File: src/rtl/rng_stream_scheduler_if.sv
// rng_stream_scheduler_if: command/stream bus between the RNG scheduler and its LFSR/UART neighbours
interface rng_stream_scheduler_if #(
  parameter int COUNT_WIDTH = 16
);
  logic [15:0] lfsr_word;
  logic rx_valid;
  logic [7:0] rx_byte;
  logic tx_free;
  logic tx_transmit;
  logic [7:0] tx_byte;
  logic reseed;
  logic streaming;
  logic [COUNT_WIDTH-1:0] bytes_sent;
  modport master (
    output lfsr_word, rx_valid, rx_byte, tx_free,
    input tx_transmit, tx_byte, reseed, streaming, bytes_sent
  );
  modport slave (
    input lfsr_word, rx_valid, rx_byte, tx_free,
    output tx_transmit, tx_byte, reseed, streaming, bytes_sent
  );
endinterface

File: src/rtl/rng_stream_scheduler.sv
// rng_stream_scheduler: paces LFSR bytes onto the UART under rx commands; RNG_SCHED_FOLD_EN folds the high byte into the sample
module rng_stream_scheduler #(
  parameter int SPACING = 32,
  parameter int COUNT_WIDTH = 16
) (
  input logic clk,
  input logic rst,
  rng_stream_scheduler_if.slave bus
);
  typedef enum logic [1:0] {IDLE, SPACE, SEND, GETLEN} state_t;
  localparam logic [7:0] LAST = 8'(SPACING - 1);
  state_t state_q, state_d;
  logic [7:0] cnt_q, cnt_d, burst_q, burst_d, sample, byte_q;
  logic burst_mode_q, burst_mode_d, go, tx_q, reseed_q, streaming_q;
  logic cmd_r, cmd_s, cmd_p, cmd_b;
  logic [COUNT_WIDTH-1:0] sent_q;
`ifdef RNG_SCHED_FOLD_EN
  assign sample = bus.lfsr_word[15:8] ^ bus.lfsr_word[7:0];
`else
  logic unused_hi;
  assign unused_hi = ^bus.lfsr_word[15:8];
  assign sample = bus.lfsr_word[7:0];
`endif
  assign cmd_r = bus.rx_valid && bus.rx_byte == 8'h72;
  assign cmd_s = bus.rx_valid && state_q != GETLEN && bus.rx_byte == 8'h73;
  assign cmd_p = bus.rx_valid && state_q != GETLEN && bus.rx_byte == 8'h70;
  assign cmd_b = bus.rx_valid && state_q != GETLEN && bus.rx_byte == 8'h62;
  // Commands take priority over spacing expiry, so a decoded command suppresses that cycle's strobe.
  always_comb begin
    state_d = state_q;
    cnt_d = cnt_q;
    burst_d = burst_q;
    burst_mode_d = burst_mode_q;
    go = 1'b0;
    if (cmd_r) begin
      state_d = IDLE;
      burst_d = '0;
    end else if (state_q == GETLEN) begin
      if (bus.rx_valid) begin
        state_d = bus.rx_byte == 8'd0 ? IDLE : SPACE;
        burst_d = bus.rx_byte;
        burst_mode_d = bus.rx_byte != 8'd0 ? 1'b1 : burst_mode_q;
        cnt_d = '0;
      end
    end else if (cmd_s) begin
      state_d = SPACE;
      burst_mode_d = 1'b0;
      cnt_d = '0;
    end else if (cmd_p) begin
      state_d = IDLE;
    end else if (cmd_b) begin
      state_d = GETLEN;
    end else if (state_q == SPACE) begin
      go = cnt_q == LAST && bus.tx_free;
      state_d = go ? SEND : SPACE;
      cnt_d = cnt_q == LAST ? cnt_q : cnt_q + 8'd1;
    end else if (state_q == SEND) begin
      cnt_d = '0;
      burst_d = burst_mode_q ? burst_q - 8'd1 : burst_q;
      state_d = burst_mode_q && burst_q == 8'd1 ? IDLE : SPACE;
    end
  end
  always_ff @(posedge clk) begin
    if (rst) begin
      state_q <= IDLE;
      cnt_q <= '0;
      burst_q <= '0;
      burst_mode_q <= 1'b0;
      sent_q <= '0;
      tx_q <= 1'b0;
      byte_q <= '0;
      reseed_q <= 1'b0;
      streaming_q <= 1'b0;
    end else begin
      state_q <= state_d;
      cnt_q <= cnt_d;
      burst_q <= burst_d;
      burst_mode_q <= burst_mode_d;
      sent_q <= cmd_r ? '0 : sent_q + COUNT_WIDTH'(state_q == SEND);
      tx_q <= go;
      byte_q <= go ? sample : byte_q;
      reseed_q <= cmd_r;
      streaming_q <= state_d == SPACE || state_d == SEND;
    end
  end
  assign bus.tx_transmit = tx_q;
  assign bus.tx_byte = byte_q;
  assign bus.reseed = reseed_q;
  assign bus.streaming = streaming_q;
  assign bus.bytes_sent = sent_q;
endmodule
File: src/flat_wrapper.sv
// flat-port wrapper written by rule: the top's interface ports become plain ports
module rng_stream_scheduler_flat 
#(
  parameter int SPACING = 32,
  parameter int COUNT_WIDTH = 16
)
  (clk, rst, bus_lfsr_word, bus_rx_valid, bus_rx_byte, bus_tx_free, bus_tx_transmit, bus_tx_byte, bus_reseed, bus_streaming, bus_bytes_sent);
  rng_stream_scheduler_if #(.COUNT_WIDTH(COUNT_WIDTH)) bus_i ();
  input logic clk;
  input logic rst;
  input wire logic [$bits(bus_i.lfsr_word)-1:0] bus_lfsr_word;
  input wire logic [$bits(bus_i.rx_valid)-1:0] bus_rx_valid;
  input wire logic [$bits(bus_i.rx_byte)-1:0] bus_rx_byte;
  input wire logic [$bits(bus_i.tx_free)-1:0] bus_tx_free;
  output wire logic [$bits(bus_i.tx_transmit)-1:0] bus_tx_transmit;
  output wire logic [$bits(bus_i.tx_byte)-1:0] bus_tx_byte;
  output wire logic [$bits(bus_i.reseed)-1:0] bus_reseed;
  output wire logic [$bits(bus_i.streaming)-1:0] bus_streaming;
  output wire logic [$bits(bus_i.bytes_sent)-1:0] bus_bytes_sent;
  assign bus_i.lfsr_word = bus_lfsr_word;
  assign bus_i.rx_valid = bus_rx_valid;
  assign bus_i.rx_byte = bus_rx_byte;
  assign bus_i.tx_free = bus_tx_free;
  assign bus_tx_transmit = bus_i.tx_transmit;
  assign bus_tx_byte = bus_i.tx_byte;
  assign bus_reseed = bus_i.reseed;
  assign bus_streaming = bus_i.streaming;
  assign bus_bytes_sent = bus_i.bytes_sent;
  rng_stream_scheduler #(.SPACING(SPACING), .COUNT_WIDTH(COUNT_WIDTH)) u_core (.clk(clk), .rst(rst), .bus(bus_i));
endmodule
File: config.mk
export PLATFORM = sky130hd
export DESIGN_NAME = rng_stream_scheduler_flat
export DESIGN_NICKNAME = d
export VERILOG_FILES = /design/src/rtl/rng_stream_scheduler_if.sv /design/src/rtl/rng_stream_scheduler.sv /design/src/flat_wrapper.sv
export SDC_FILE = /design/constraint.sdc
export NUM_CORES = 1
export LEC_CHECK = 0
export ABC_AREA = 0
export CAP_MARGIN = 5
export CORE_MARGIN = 10
export CORE_UTILIZATION = 45
export DETAILED_ROUTE_END_ITERATION = 12
export DONT_BUFFER_PORTS = 1
export GPL_TIMING_DRIVEN = 1
export HOLD_SLACK_MARGIN = 0.12
export PLACE_DENSITY = 0.58
export SYNTH_ARGS = -nofsm -noshare
export SYNTH_HDL_FRONTEND = slang
export SYNTH_SLANG_ARGS = --single-unit
File: constraint.sdc
create_clock -name clk -period 3 [get_ports clk]
set_clock_uncertainty 0.05 [all_clocks]
set_input_delay 0.15 -clock clk [delete_from_list [all_inputs] [get_ports clk]]
set_output_delay 0.15 -clock clk [all_outputs]
set_load 0.01 [all_outputs]
==> impl_metrics.csv, run 1 <==
group,metric,value,unit
sta,drv_slew,0,
finish,final_nets,331,
sta,worst_pin_slew,0.662,ns
synthesis,synth_cell_type_count,61,
route,wl,5690,µm
clocking,cts_tree,"yes",
floorplanning,die-height,94.2,µm
critical_path,rr_startpoint,"u_core.state_q[0]",
critical_path,crit_fanout,8,
global_route,grt_first_pass_wirelength,9780,µm
synthesis,syn_area,2480,µm²
finish,diodes,0,
route,viasPerCell,5.60,
run,drv_cap,0,
sta,period_minus_slack,2.53,ns
placed_design,postPlaceCellArea,2500,µm²
clocking,hold_buffers,19,
outcome,outcome,"finished clean",
floorplanning,core_area,5240,µm²
synthesis,synth_edf_count,0,
synthesis,syn_nets,315,
route,via_count,2034,
sta,hold_violations,0,
critical_path,startpoint_type,"flop",
floorplanning,die_area,8870,µm²
route,firstDrtPassIters,5,
synthesis,ys_ff_latch,46,
placed_design,finalWeightedCongestion,0.819,
sta,fmax,395,MHz
synthesis,ys_seq_area_frac,0.372,
global_route,grt_max_degree,28,
min_path,min-delay-start,"rst",
critical_path,cp_data_required_time,3.11,ns
power_and_ir_drop,power.density,381,nW/µm²
placed_design,dpl.hpwl,4020,µm
power_and_ir_drop,vdd_drop_max,0.172,mV
clocking,ctsResizeCount,0,
clocking,cts_setup_buffers,0,
sta,relSlewSlack,0.555,
critical_path,path_delay_family,"simple AND/OR/NAND/NOR gates",
min_path,min_path_type,"input port to flop",
critical_path,rr_worst_depth,6,
clocking,max-clock-path-buffers,2,
critical_path,critPathKind,"flop to flop",
critical_path,end_kind,"flop",
critical_path,cp_cell_sequence,"ha_1, nor4b_1, nand3_1, or4b_1, mux2i_1, nor2_1",
floorplanning,initial_utilization,0.473,
global_route,grt_usage,0.133,
critical_path,slowest_delay,0.76,ns
clocking,cts_buffers,5,
sta,setup_ws,0.467,ns
clocking,clk_pin_slew,0.08,ns
clocking,cts.sinks,46,
sta,period_share,0.844,
floorplanning,ioPinCount,55,
finish,area_growth,12.0,%
global_route,antenna_found_initial,0,
finish,fin_util,0.530,
route,final_antenna_net_count,0,
critical_path,crit_buf_inv,0,
finish,design_area,2770,µm²
synthesis,synthCells,277,
route,post_drt_wl_per_cell,15.7,µm
synthesis,synth-warning-count,0,
critical_path,cp_slowest_cell,"or4b_1",
placed_design,pre_cts_slack,0.523,ns
clocking,clk_latency,0.29,ns
critical_path,worstSetupPathDepth,6,
floorplanning,die_width,94.2,µm
global_route,grt-ovfl-total,0,
critical_path,worstPathArrival,2.65,ns
floorplanning,fp-row-count,26,
critical_path,crit_start,"u_core.state_q[0]",
route,drtIter0Drc,123,
min_path,worstHoldPathCells,2,
sta,tns,0,ns
synthesis,syn_area_per_cell,8.94,µm²
synthesis,synth-main-ff-cell,"dfxtp_1",
global_route,grt_pass1_vias,1934,
sta,setup_viol,0,
route,drc,0,
synthesis,async_flop_share,0,
clocking,htreeDepth,2,
placed_design,portBuffers,0,
sta,grt_setup_unrepaired,"no",
clocking,cts_root_buf,"clkbuf_8",
power_and_ir_drop,leakage,1.05,nW
finish,drive_gt1_frac,0.0887,
==> sequential cells by signal (all words and copies together), names as in the netlist <==
name / count
u_core.burst_mode_q: 1
u_core.burst_q: 8
u_core.bus.bytes_sent: 16
u_core.bus.reseed: 1
u_core.bus.streaming: 1
u_core.bus.tx_byte: 8
u_core.bus.tx_transmit: 1
u_core.cnt_q: 8
u_core.state_q: 2
==> worst register-to-register path, stage by stage (launching register included) <==
cell     delay, ns
dfxtp_1       0.46
ha_1          0.29
nor4b_1       0.33
nand3_1       0.19
or4b_1        0.76
mux2i_1       0.27
nor2_1        0.07
==> metrics by stage <==
stage / power, mW / std cells / hold slack [ns]
after floorplan: 0.696 / 277 / 0.172
after global placement: 0.698 / 337 / 0.175
after detailed placement: 0.697 / 337 / 0.177
after CTS: 1.07 / 363 / 0.132
after global routing: 1.12 / 363 / 0.162
final: 1.06 / 363 / 0.134
==> cells in the final DEF, fill, tap and decap left out, types with 3 or more instances in the layout <==
cell type,count
a21o_1,3
a21oi_1,10
a31o_2,3
a31oi_1,3
a32o_1,3
and2_1,3
and3_1,6
clkbuf_8,5
dfxtp_1,46
dlygate4sd3_1,19
ha_1,10
inv_1,9
mux2i_1,10
nand2_1,18
nand3_1,11
nand4_1,7
nor2_1,45
nor3_1,7
nor4_1,3
o21ai_0,7
xnor2_1,14
xor2_1,6
==> layer usage <==
metal / up-vias / wire [µm] / global-route usage
li1: 1026 / - / -
met1: 940 / 2690 / 0.180
met2: 63 / 2380 / 0.193
met3: 5 / 557 / 0.0432
met4: 0 / 59 / 0.0380
met5: - / 0 / 0
==> path summary, 6_finish.rpt <==
check,endpoint,slack [ns]
max reg2reg,u_core.bus.tx_byte[4],0.47
min reg2reg,u_core.burst_q[3],0.43
min,u_core.cnt_q[2],0.13
max,u_core.bus.tx_byte[4],0.47
==> power breakdown <==
| part | switching, mW | leakage (nW) | internal [mW] |
|---|---|---|---|
| registers | 0.00620 | 0.370 | 0.615 |
| logic | 0.0417 | 0.633 | 0.0429 |
| clock network | 0.195 | 0.0438 | 0.157 |
| total | 0.243 | 1.05 | 0.814 |
==> synthesized netlist by cell type (all sizes together) (6+ instances only) <==
cell / number / area (µm²)
o21ai: 8 / 43.8
a21oi: 10 / 50.1
xnor2: 14 / 123
and3: 6 / 37.5
mux2i: 10 / 100
nand4: 7 / 43.8
nor2: 45 / 169
ha: 10 / 125
nor3: 7 / 35.0
inv: 9 / 33.8
buf: 9 / 63.8
nand3: 11 / 55.1
xor2: 6 / 52.6
nand2: 18 / 67.6
dfxtp: 46 / 921
==> cells by family after synthesis <==
family	Yosys count	synth area share
buffers and inverters	21	0.0439
xor gates and xnor gates	20	0.0707
AOI/OAI and AO/OA	50	0.165
adders and majority gates	10	0.0505
and+or+nand+nor	119	0.252
DFF	46	0.372
muxes	11	0.0465
==> cell type report <==
type	instances	area (µm²)
Fill cell	473	2460
Sequential cell	46	921
Multi-Input combinational cell	210	1450
Clock inverter	2	10.0
Inverter	9	33.8
Timing Repair Buffer	21	205
Tap cell	70	87.6
Clock buffer	5	68.8
Note: power is estimated with default switching activity, not from simulation.
==> inputs of run 2 (changes only) <==
Settings changed: PLACE_DENSITY 0.58 to 0.6.
Clock period 3 ns to 2.1 ns, I/O delays scaled along.
==> impl_metrics.csv, run 2 (same netlist as run 1, synthesis figures left out) <==
group,metric,value,unit
outcome,outcome,"finished, violations left",
outcome,violations,"hold timing",
power_and_ir_drop,vdd_drop_max,0.234,mV
sta,timing.hold.ws,-0.197,ns
critical_path,critPathKind,"flop to flop",
sta,drv_slew,0,
route,final_antenna_net_count,0,
global_route,antenna_found_initial,0,
clocking,cts_tree,"yes",
global_route,grt_usage,0.133,
clocking,clk_latency,0.30,ns
power_and_ir_drop,leakage,1.13,nW
critical_path,crit_buf_inv,2,
sta,worst_pin_slew,0.465,ns
critical_path,cp_common_cell,"buf_4",
floorplanning,core_area,5240,µm²
clocking,cts.sinks,46,
critical_path,slowest_delay,0.34,ns
finish,drive_gt1_frac,0.190,
sta,fmax,494,MHz
clocking,cts_buffers,5,
placed_design,dp.cells,355,
sta,tns,0,ns
global_route,grt_first_pass_wirelength,9770,µm
critical_path,cp_slowest_cell,"dfxtp_2",
global_route,grt-ovfl-total,0,
finish,fin_cells,376,
placed_design,finalWeightedCongestion,0.820,
floorplanning,die-height,94.2,µm
sta,hold_violations,11,
route,drc,0,
route,post_drt_wl_per_cell,15.7,µm
placed_design,dpl.hpwl,4250,µm
finish,final_common_cell,"nor2_1",
finish,area_growth,19.4,%
critical_path,cp_cell_sequence,"buf_4, ha_4, and4b_1, nand4b_1, buf_4, a31oi_1, mux2_4",
finish,largest_reg_flops,16,
route,wl,5890,µm
clocking,hold_buffers,12,
min_path,min_path_type,"input port to flop",
critical_path,startpoint_type,"flop",
finish,final_nets,343,
finish,diodes,0,
clocking,cts_root_buf,"clkbuf_8",
placed_design,portBuffers,0,
floorplanning,fp-row-count,26,
critical_path,cp_data_required_time,2.24,ns
clocking,htreeDepth,2,
floorplanning,die_area,8870,µm²
floorplanning,ioPinCount,55,
route,viasPerCell,5.52,
sta,setup_viol,0,
route,firstDrtPassIters,4,
clocking,clk_pin_slew,0.09,ns
critical_path,path_delay_family,"simple AND/OR/NAND/NOR gates",
placed_design,postPlaceCellArea,2640,µm²
route,via_count,2074,
route,drtIter0Drc,98,
finish,mostFrequentLayoutCells,"nor2_1 (44), dfxtp_1 (43), buf_4 (20), nand2_1 (18), xnor2_1 (14)",
global_route,grt_pass1_vias,2016,
global_route,grt_max_degree,24,
clocking,max-clock-path-buffers,2,
finish,nFillCells,452,
sta,relSlewSlack,0.690,
floorplanning,die_width,94.2,µm
critical_path,end_kind,"flop",
sta,period_share,0.965,
sta,period_minus_slack,2.03,ns
critical_path,crit_fanout,4,
floorplanning,initial_utilization,0.473,
finish,design_area,2960,µm²
run,drv_cap,0,
critical_path,worstPathArrival,2.17,ns
power_and_ir_drop,power.density,565,nW/µm²
run 2: cell count changes in the layout (fill, tap and decap cells not counted), sizes merged:
cell	delta
buf	+19
dlygate4sd3	-8
clkinv	-2
bufinv	+1
clkbuf	+1
clkinvlp	+1
dlymetal6s4s	+1
run 2: power by group:
| part | internal (mW) | switching (mW) |
|---|---|---|
| sequential | 0.879 | 0.0100 |
| combinational | 0.0646 | 0.0598 |
| clock | 0.355 | 0.301 |
run 2: repair_timing:
item                                   4_1_cts  5_1_grt
pin swaps                                    0        3
endpoints found under the hold margin       37       18
setup endpoints to repair                    8       18
buffers inserted                             0        1
resized for setup                            2       18
run 2: per-layer routing:
| metal | share of wire | GRT usage |
|---|---|---|
| met4 | 0.015 | 0.0456 |
| met5 | 0 | 0 |
| met2 | 0.43 | 0.199 |
| met3 | 0.083 | 0.0448 |
| met1 | 0.47 | 0.174 |
run 2: final timing paths:
| check | to | start | slack, ns | cells past startpoint |
|---|---|---|---|---|
| setup / recovery | u_core.bus.streaming | u_core.state_q[1] | 0.07 | 7 |
| hold / removal | u_core.state_q[0] | rst | -0.20 | 1 |
| setup reg to reg | u_core.bus.streaming | u_core.state_q[1] | 0.07 | 7 |
| hold reg to reg | u_core.burst_q[3] | u_core.burst_q[3] | 0.43 | 2 |
run 2: cell type report:
type	instances	area, µm²	share of cell area
clock inverters	2	37.5	0.0127
inverters	9	33.8	0.0114
flip-flops and latches	46	927	0.313
clock buffers	6	72.6	0.0245
multi-input cells	210	1520	0.512
well taps	70	87.6	0.0296
repair buffers	33	284	0.0960
run 2: worst register-to-register path, cell delays in order (launching register included):
cell and delay [ns]:
dfxtp_2 0.34, buf_4 0.14, ha_4 0.17, and4b_1 0.29, nand4b_1 0.14, buf_4 0.18
a31oi_1 0.29, mux2_4 0.33
run 2: stage by stage:
step	setup WS, ns	hold WS (ns)	power (mW)	utilization
global placement	0.0100	0.129	1.01	0.504
global route	-0.0217	-0.206	1.75	0.565
CTS	0.0208	-0.196	1.69	0.550
finish	0.0737	-0.197	1.67	0.565
detailed placement	-0.0386	0.132	1.01	0.504
floorplan	0.0351	0.127	0.995	-
==> inputs of run 3 (changes only) <==
Settings changed: SETUP_SLACK_MARGIN set to 0.15.
==> impl_metrics.csv, run 3 (same netlist as run 1, synthesis figures left out) <==
group,metric,value,unit
outcome,outcome,"finished, violations left",
outcome,violations,"hold timing",
sta,period_minus_slack,2.04,ns
finish,design_area,3150,µm²
global_route,grt.met1_usage,0.175,
global_route,grt_pass1_vias,2028,
sta,drv_slew,0,
run,drv_cap,0,
critical_path,slowest_delay,0.82,ns
route,drtIter0Drc,147,
route,via_count,2159,
finish,final_nets,352,
min_path,min_path_type,"input port to flop",
power_and_ir_drop,vdd_drop_max,0.201,mV
finish,mostFrequentLayoutCells,"dfxtp_1 (43), nor2_1 (41), buf_4 (26), nand2_1 (18)",
clocking,cts_tree,"yes",
placed_design,dpl.hpwl,4130,µm
floorplanning,fp-row-count,26,
floorplanning,ioPinCount,55,
critical_path,end_kind,"flop",
route,post_drt_wl_per_cell,16.1,µm
sta,period_share,0.970,
clocking,htreeDepth,2,
clocking,max-clock-path-buffers,2,
route,wl,6220,µm
critical_path,cp_slowest_cell,"dlygate4sd3_1",
critical_path,cp_data_required_time,2.23,ns
route,viasPerCell,5.61,
critical_path,cp_cell_sequence,"or3_4, or4_4, nand2b_4, dlygate4sd3_1, o31ai_1",
finish,diodes,0,
route,firstDrtPassIters,4,
power_and_ir_drop,leakage,1.17,nW
clocking,clk_pin_slew,0.09,ns
sta,tns,0,ns
clocking,cts_root_buf,"clkbuf_8",
placed_design,postPlaceCellArea,2620,µm²
global_route,busiest_layer,"met2",
sta,hold_violations,19,
placed_design,portBuffers,0,
critical_path,startpoint_type,"input port",
critical_path,crit_fanout,9,
sta,worst_pin_slew,0.616,ns
finish,fin_util,0.602,
floorplanning,die-height,94.2,µm
sta,setup_viol,0,
clocking,cts.sinks,46,
sta,timing.hold.ws,-0.195,ns
route,drc,0,
sta,relSlewSlack,0.586,
floorplanning,core_area,5240,µm²
finish,drive_gt1_frac,0.267,
clocking,clk_latency,0.30,ns
finish,area_growth,27.3,%
critical_path,crit_buf_inv,1,
global_route,grt_util_met2,0.203,
route,final_antenna_net_count,0,
sta,grt_setup_unrepaired,"yes",
global_route,antenna_found_initial,0,
finish,largest_reg_flops,16,
floorplanning,die_width,94.2,µm
floorplanning,initial_utilization,0.473,
sta,setup_ws,0.0628,ns
critical_path,worstPathArrival,2.17,ns
clocking,cts_buffers,5,
global_route,grt_max_degree,23,
global_route,grt-ovfl-total,0,
global_route,grt_usage,0.137,
critical_path,critPathKind,"input port to flop",
placed_design,finalWeightedCongestion,0.841,
placed_design,pre_cts_slack,0.0352,ns
global_route,grt_first_pass_wirelength,9940,µm
critical_path,path_delay_family,"simple AND/OR/NAND/NOR gates",
floorplanning,die_area,8870,µm²
finish,final_common_cell,"dfxtp_1",
global_route,grt_util_met3,0.0639,
sta,fmax,491,MHz
power_and_ir_drop,power.density,503,nW/µm²
==> run 3: changes by cell type in the layout (fill, tap and decap cells not counted), moves of 3 or more <==
cell     change
buf_4        +6
a21oi_1      -3
a21oi_2      +3
nor2_1       -3
nor2_2       +3
==> run 3: worst paths after layout <==
kind                                        start                    end  slack (ns)  cells past startpoint
worst max-delay path               bus_rx_byte[3]      u_core.burst_q[4]        0.06                      5
worst min-delay path                          rst      u_core.state_q[0]       -0.20                      1
worst max register to register  u_core.state_q[1]  u_core.bus.tx_byte[0]        0.11                      7
worst min register to register  u_core.burst_q[3]      u_core.burst_q[3]        0.43                      2
==> run 3: power breakdown <==
group / switching (mW) / total [mW] / internal (mW)
clock: 0.316 / 0.552 / 0.236
sequential: 0.00949 / 0.888 / 0.878
combinational: 0.0713 / 0.148 / 0.0768
total: 0.397 / 1.59 / 1.19
==> run 3: repair_timing <==
action                                 in CTS  in global routing
pin swaps                                   4                 20
setup endpoints to repair                  17                 29
resized for setup                          15                 32
hold buffers                               11                  2
endpoints found under the hold margin      36                 30
buffers inserted                            5                  8
==> run 3: metrics by stage <==
stage | cells | power [mW] | hold WS, ns
floorplan | 277 | 0.996 | 0.117
global placement | 351 | 1.00 | 0.120
detailed placement | 351 | 1.00 | 0.121
CTS | 375 | 1.58 | -0.201
global route | 385 | 1.66 | -0.209
finish | 385 | 1.59 | -0.195
==> run 3: final cells by class <==
type | instances | area [µm²]
multi-input combinational | 210 | 1650
timing repair buffer | 42 | 363
tap | 70 | 87.6
inverter | 9 | 36.3
clock buffer | 6 | 72.6
sequential | 46 | 930
fill | 480 | 2080
clock inverter | 2 | 13.8
==> run 3: worst reg2reg max path, stage by stage, from the launching register on <==
cell      delay (ns)
dfxtp_4         0.40
ha_4            0.18
and4b_1         0.23
nand4b_1        0.15
or4b_4          0.50
buf_8           0.17
mux2i_2         0.16
nor2_1          0.06
==> run 3: routing by layer <==
metal  vias to the layer above  routed length (µm)
met4                         0                  39
met1                      1015                2790
li1                       1065                   -
met2                        72                2760
met5                         -                   0
met3                         7                 627
